[config.mk]
export PLATFORM = sky130hd
export DESIGN_NAME = stopwatch_display
export DESIGN_NICKNAME = d
export VERILOG_FILES = /design/src/rtl/stopwatch_display.sv
export SDC_FILE = /design/constraint.sdc
export NUM_CORES = 1
export LEC_CHECK = 0
export CORE_MARGIN = 4
export CORE_UTILIZATION = 59
export CTS_CLUSTER_DIAMETER = 40
export CTS_CLUSTER_SIZE = 16
export DETAILED_ROUTE_END_ITERATION = 7
export DONT_BUFFER_PORTS = 1
export PLACE_DENSITY = 0.81
export SLEW_MARGIN = 0
export SYNTH_ARGS = -nofsm -noshare
export SYNTH_HDL_FRONTEND = slang
export SYNTH_SLANG_ARGS = --single-unit
[constraint.sdc]
create_clock -name clock -period 2.75 [get_ports clock]
set_input_delay 0.4125 -clock clock [delete_from_list [all_inputs] [get_ports clock]]
set_output_delay 0.4125 -clock clock [all_outputs]
set_load 0.005 [all_outputs]
[src/rtl/stopwatch_display.sv]
// rtl/stopwatch_display.sv - 4-digit multiplexed seven-segment driver for stopwatch BCD time.
// Optional build macro LEADING_ZERO_BLANK_EN suppresses a zero minutes-tens digit.
module stopwatch_display #(
    parameter int REFRESH_DIV = 100000,
    parameter int BLINK_DIV   = 250
) (
    input  logic       clock,
    input  logic       reset,
    input  logic [2:0] min_ten,
    input  logic [3:0] min_unit,
    input  logic [2:0] sec_ten,
    input  logic [3:0] sec_unit,
    input  logic       adjust,
    input  logic       sel,
    output logic [6:0] seg,
    output logic [3:0] an,
    output logic       dp
);

    localparam int PW = $clog2(REFRESH_DIV);
    localparam int BW = (BLINK_DIV > 1) ? $clog2(BLINK_DIV) : 1;

    logic [PW-1:0] presc;
    logic [1:0]    idx;
    logic [BW-1:0] bcnt;
    logic          phase;
    logic [2:0]    snap_mt;
    logic [3:0]    snap_mu;
    logic [2:0]    snap_st;
    logic [3:0]    snap_su;
    logic          tick;
    logic [3:0]    cur_digit;
    logic          blank;

    function automatic logic [6:0] decode(input logic [3:0] v);
        case (v)
            4'd0:    decode = 7'b1000000;
            4'd1:    decode = 7'b1111001;
            4'd2:    decode = 7'b0100100;
            4'd3:    decode = 7'b0110000;
            4'd4:    decode = 7'b0011001;
            4'd5:    decode = 7'b0010010;
            4'd6:    decode = 7'b0000010;
            4'd7:    decode = 7'b1111000;
            4'd8:    decode = 7'b0000000;
            4'd9:    decode = 7'b0010000;
            default: decode = 7'b0111111;
        endcase
    endfunction

    assign tick = (presc == PW'(REFRESH_DIV - 1));

    always_comb begin
        cur_digit = 4'd0;
        case (idx)
            2'd0: cur_digit = snap_su;
            2'd1: cur_digit = {1'b0, snap_st};
            2'd2: cur_digit = snap_mu;
            2'd3: cur_digit = {1'b0, snap_mt};
            default: cur_digit = 4'd0;
        endcase
    end

    // idx[1] set means a minutes digit, which lines up with sel=1
    always_comb begin
        blank = adjust & phase & (sel == idx[1]);
`ifdef LEADING_ZERO_BLANK_EN
        if (idx == 2'd3 && snap_mt == 3'd0)
            blank = 1'b1;
`endif
    end

    always_ff @(posedge clock) begin
        if (reset) begin
            presc   <= '0;
            idx     <= 2'd0;
            bcnt    <= '0;
            phase   <= 1'b0;
            snap_mt <= 3'd0;
            snap_mu <= 4'd0;
            snap_st <= 3'd0;
            snap_su <= 4'd0;
            an      <= 4'b1111;
            seg     <= 7'b1111111;
            dp      <= 1'b1;
        end else begin
            presc <= tick ? '0 : presc + PW'(1);
            if (tick) begin
                idx <= idx + 2'd1;
                if (bcnt == BW'(BLINK_DIV - 1)) begin
                    bcnt  <= '0;
                    phase <= ~phase;
                end else begin
                    bcnt <= bcnt + BW'(1);
                end
                // frame boundary: new time takes effect from digit 0 onwards
                if (idx == 2'd3) begin
                    snap_mt <= min_ten;
                    snap_mu <= min_unit;
                    snap_st <= sec_ten;
                    snap_su <= sec_unit;
                end
            end
            if (blank) begin
                an  <= 4'b1111;
                seg <= 7'b1111111;
                dp  <= 1'b1;
            end else begin
                an  <= ~(4'b0001 << idx);
                seg <= decode(cur_digit);
                dp  <= (idx != 2'd2);
            end
        end
    end

endmodule

After elaboration in Yosys (flattened, before gate mapping)
Memories as Yosys holds them, arrays and structs flattened. A register that Yosys moved wholly into a read port is not among the register bits.
Cells that the tools add are included.
- register bits after elaboration: 47
- memory bits (read-only): 112
- input port bits: 18
- output and inout port bits: 12
- logic and storage cells: 33
- memories: 1
- memories (memory ; depth ; bits a word ; read ports ; clocked after memory_dff ; write ports ; line ; source):
    (no name shown) ; 16 ; 7 ; 1 ; 1 ; 0 ; 36 ; case (v)
- add/subtract/negate cells: 3
- eq/ne operators: 7
- shift-type cells: 1
- multiplexer cells: 2
- bitwise gates (word level): 4
- reduce and logical (&&, ||, !) cells: 5
- operators with widths (cell ; count):
    $add A17 B1 Y17 const B ; 1
    $eq A17 B17 Y1 const B ; 1
    $pmux W4 S4 ; 1
    $add A8 B1 Y8 const B ; 1
    $eq A8 B8 Y1 const B ; 1
    $mux W8 ; 1
    $eq A2 B2 Y1 const B ; 2
    $not A4 Y4 ; 1
    $reduce_and A2 Y1 ; 2
    $reduce_or A2 Y1 ; 2
    $shl A1 B2 Y4 const A ; 1
    $add A2 B1 Y2 const B ; 1
    $and A1 B1 Y1 ; 2
    $eq A2 B1 Y1 const B ; 1
    $logic_not A2 Y1 ; 1
    $ne A2 B2 Y1 const B ; 1
    $eq A1 B1 Y1 ; 1
    $not A1 Y1 ; 1

Depth between registers and ports, before layout
- depth in word-level cells: 3
- gate-level depth with buffers: 9
- mapped depth without buffers: 9

Least setup slack after synthesis
Ideal clock, no wire load.
- path kind: register to register
- start point: register idx[0]
- end point: register seg[3]
- setup time: 144 ps
- data arrival time: 1878 ps
- data required time: 2606 ps
- path slack: 728 ps
- stages on the path, launching flop included: 10
- buffers on the path: 1
- period minus slack after synthesis: 2022 ps
- cells stage by stage: dfxtp_1 > inv_1 > ha_1 > clkbuf_1 > mux2i_1 > inv_1 > ha_1 > inv_1 > o21ai_0 > o2111ai_1
- word-level cells in the longest chain between the ends: 2
- elaborated cells between the ends (all ways): 5
- those cells by class: eq/ne: 3; mux: 1; reduce/logical: 1
- ends and longest elaborated chain (what ; line ; source):
    start: declaration ; 24 ; logic [1:0] idx;
    start signal: assignment ; 89 ; idx <= idx + 2'd1;
    $eq A2 B2 Y1 (tied with other cells) ; 55 ; case (idx)
    $pmux W4 S4 (*) ; 55 ;
    end: declaration ; 15 ; output logic [6:0] seg,
Every way passes the cells marked *; elsewhere a longest branch is shown, timed or not.
A chain may end at the register's enable or synchronous reset.

Final worst setup path
Ends and elaborated chain as after synthesis.

==> out/results.tsv <==
metric	value	unit
Resized Gates After CTS	0	
I/O Buffers	0	
Worst Setup Path Type	reg -> reg	
cell mode on critical path	inv_1	
final setup TNS	0	ns
HP Start	reset	
fin worst setup slack	0.505	ns
Syn Nets	313	
Worst Skew	0.00415	ns
die height	74.3	µm
number of flops mapped to enable cells by yosys	0	
n_diodes	0	
root buf cell	clkbuf_8	
RSZ-0062 raised after global routing	false	
Routed Antenna Nets	0	
area grow syn2layout	3.52	%
ys flop type	dfxtp_1	
Slew @ Worst Pin	0.925	ns
Mapped Area	0.00260	mm²
Via density	5.92	
H-tree depth	2	
Synth Register Bits	53	
HP Class	in -> reg	
Num Clock Sinks	53	
Cells after Synth	284	
hold_buf cts	0	
Overall Global Routing Usage	18.6	%
Bufs and invs on worst path	3	
top cell type's share of synthesized area	40.9	%
synth top area cells	dfxtp_1 41%, nand2b_1 6.0%, mux2i_1 5.4%	
outcome	complete, no violations	
gp weighted congestion	0.799	
CP cell instances	inv_1, ha_1, a222oi_1, mux2i_1, inv_1, ha_1, inv_1, o21ai_0, o2111ai_1	
yosys synthesis warning count	0	
drt first pass iters	5	
via count	1952	
worst vdd ir	0.000261	V
worst endpoint required time	2.87	ns
Wirelength per Cell	14.3	µm
post-synthesis cell type count	53	
Slew headroom	38.1	%
CP delay by family, top	adder cells	
syn_area_per_cell	9.14	µm²
Ports	30	
clk buf depth	2	
Max-cap violations	0	
fraction of layout cells with a size suffix above 1	6.79	%
Nets	309	
Hold Vio Cnt, Final	0	
number of setup buffers added after CTS	0	
Crit Reg-Reg Startpoint	idx[0]	
largest net degree at the start of global routing	47	
initial DRC count	112	
Slew Viols, Final	0	
DP Wirelength	3400	µm
f_max	446	MHz
first-pass GRT wire length	8000	µm
Placed Cells	323	
clk_lat worst skew	0.30	ns
antenna violations before repair	0	
crit path time final	2.24	ns
static leakage power	0.957	nW
clock slew at reported path FFs	0.08	ns
DRC	0	
part of the cycle the worst path needs	81.6	%
pwr/cell area	462	mW/mm²
final wirelength	4730	µm
Crit. Startpoint	idx[0]	
Die ar.	0.00553	mm²
slowest cell delay on critical path	0.38	ns
site row count	23	
post-layout util	65.3	%
Seq/Total Area, Yosys	40.9	%
Fillers	351	
Post-synth ARST share	0	%
Final setup viols	0	
Initial Util	63.1	%
CP max-delay cell	mux2i_1	
Worst setup SP type	register	
Die W	74.3	µm
number of global-route vias before repair	1742	
critical path arrival	2.37	ns
Crit Path Max Fanout	6	
CTS Buf Count	5	
CP Capture Type	register	
Layout Cells excl Fill	330	
Setup WS pre-CTS	0.508	ns
core area	0.00412	mm²
CTS tree	built	
area leader, netlist	dfxtp_1	
total grt overflow	0	
==> logic make-up after synthesis <==
logic type / after synthesis / synth area share (%)
simple gates: 107 / 24.1
fa+ha+maj: 11 / 5.30
compound gates: 55 / 14.5
flops: 53 / 40.9
buf+inv: 32 / 5.83
xor+xnor: 12 / 4.05
mux: 14 / 5.40
==> area by class of cell <==
class	count	area, µm²	area share, %
clock buffer	7	86.3	3.21
tap	50	62.6	2.33
timing repair buffer	4	30.0	1.12
multi-input combinational	199	1380	51.5
inverter	17	63.8	2.37
sequential	53	1060	39.5
==> worst paths after layout <==
kind,endpoint,slack (ns),cells after the start
worst max-delay path,seg[3],0.51,9
worst min-delay path,presc[2],0.18,1
worst max register to register,seg[3],0.51,9
worst min register to register,presc[0],0.47,1
==> through the flow <==
step,hold WS [ns],cell area (µm²),power [W]
5_1_grt,0.160,2690,0.00130
3_3_place_gp,0.447,2600,0.000828
3_5_place_dp,0.458,2600,0.000830
6_report,0.176,2690,0.00124
4_1_cts,0.168,2690,0.00125
2_1_floorplan,0.430,2600,0.000831
==> cell usage after synthesis (2+ instances only) <==
library cell and count:
a2111oi_0 2, a211oi_1 2, a21o_1 4, a21oi_1 11, a222oi_1 2, a311oi_1 4, a31o_2 2, a31oi_1 6
and3_1 5, buf_2 3, clkbuf_1 9, dfxtp_1 53, ha_1 11, inv_1 17, mux2i_1 14, nand2_1 14
nand2b_1 25, nand3_1 10, nand4_1 5, nor2_1 20, nor2b_1 4, nor3_1 3, nor3b_1 2, nor4_1 2
o2111ai_1 2, o21ai_0 10, o31ai_1 2, or2_2 2, or3_1 4, xnor2_1 11
==> layer usage <==
metal  vias to the layer above  global-route usage, %  routed length, µm
met5                         -                      0                  0
met4                         0                   4.74                 48
met3                         7                   5.14                288
met2                        40                   28.1               2120
met1                       907                   26.3               2270
li1                        998                      -                  -
==> cells in the final DEF (no fill, tap or decap), types with 2 or more instances in the layout <==
cell and n:
a21oi_1 11, clkbuf_8 6, mux2i_1 14, or2_2 2, o2111ai_1 2, nor4_1 2, a311oi_1 4, o31ai_1 2
a21o_1 4, dfxtp_1 53, nand4_1 5, and3_1 5, a31oi_1 6, a2111oi_0 2, nor2_1 20, nor3b_1 2
nand2_1 14, buf_4 4, a31o_2 2, nand2b_1 25, a222oi_1 2, nor2b_1 4, inv_1 17, ha_1 11
nor3_1 3, a211oi_1 2, nand3_1 10, or3_1 4, o21ai_0 10, xnor2_1 11
==> where the power goes <==
group	internal, W	switching, W
Clock	0.000200	0.000232
Combinational	0.0000150	0.0000136
Sequential	0.000776	0.00000616
==> state kept, by name, summed over array words and instances, names as in the netlist <==
| register | flops |
|---|---|
| snap_mt | 3 |
| an | 4 |
| seg | 7 |
| idx | 2 |
| snap_st | 3 |
| snap_mu | 4 |
| snap_su | 4 |
| phase | 1 |
| bcnt | 8 |
| presc | 17 |
Power figures use the tool's default switching activity.
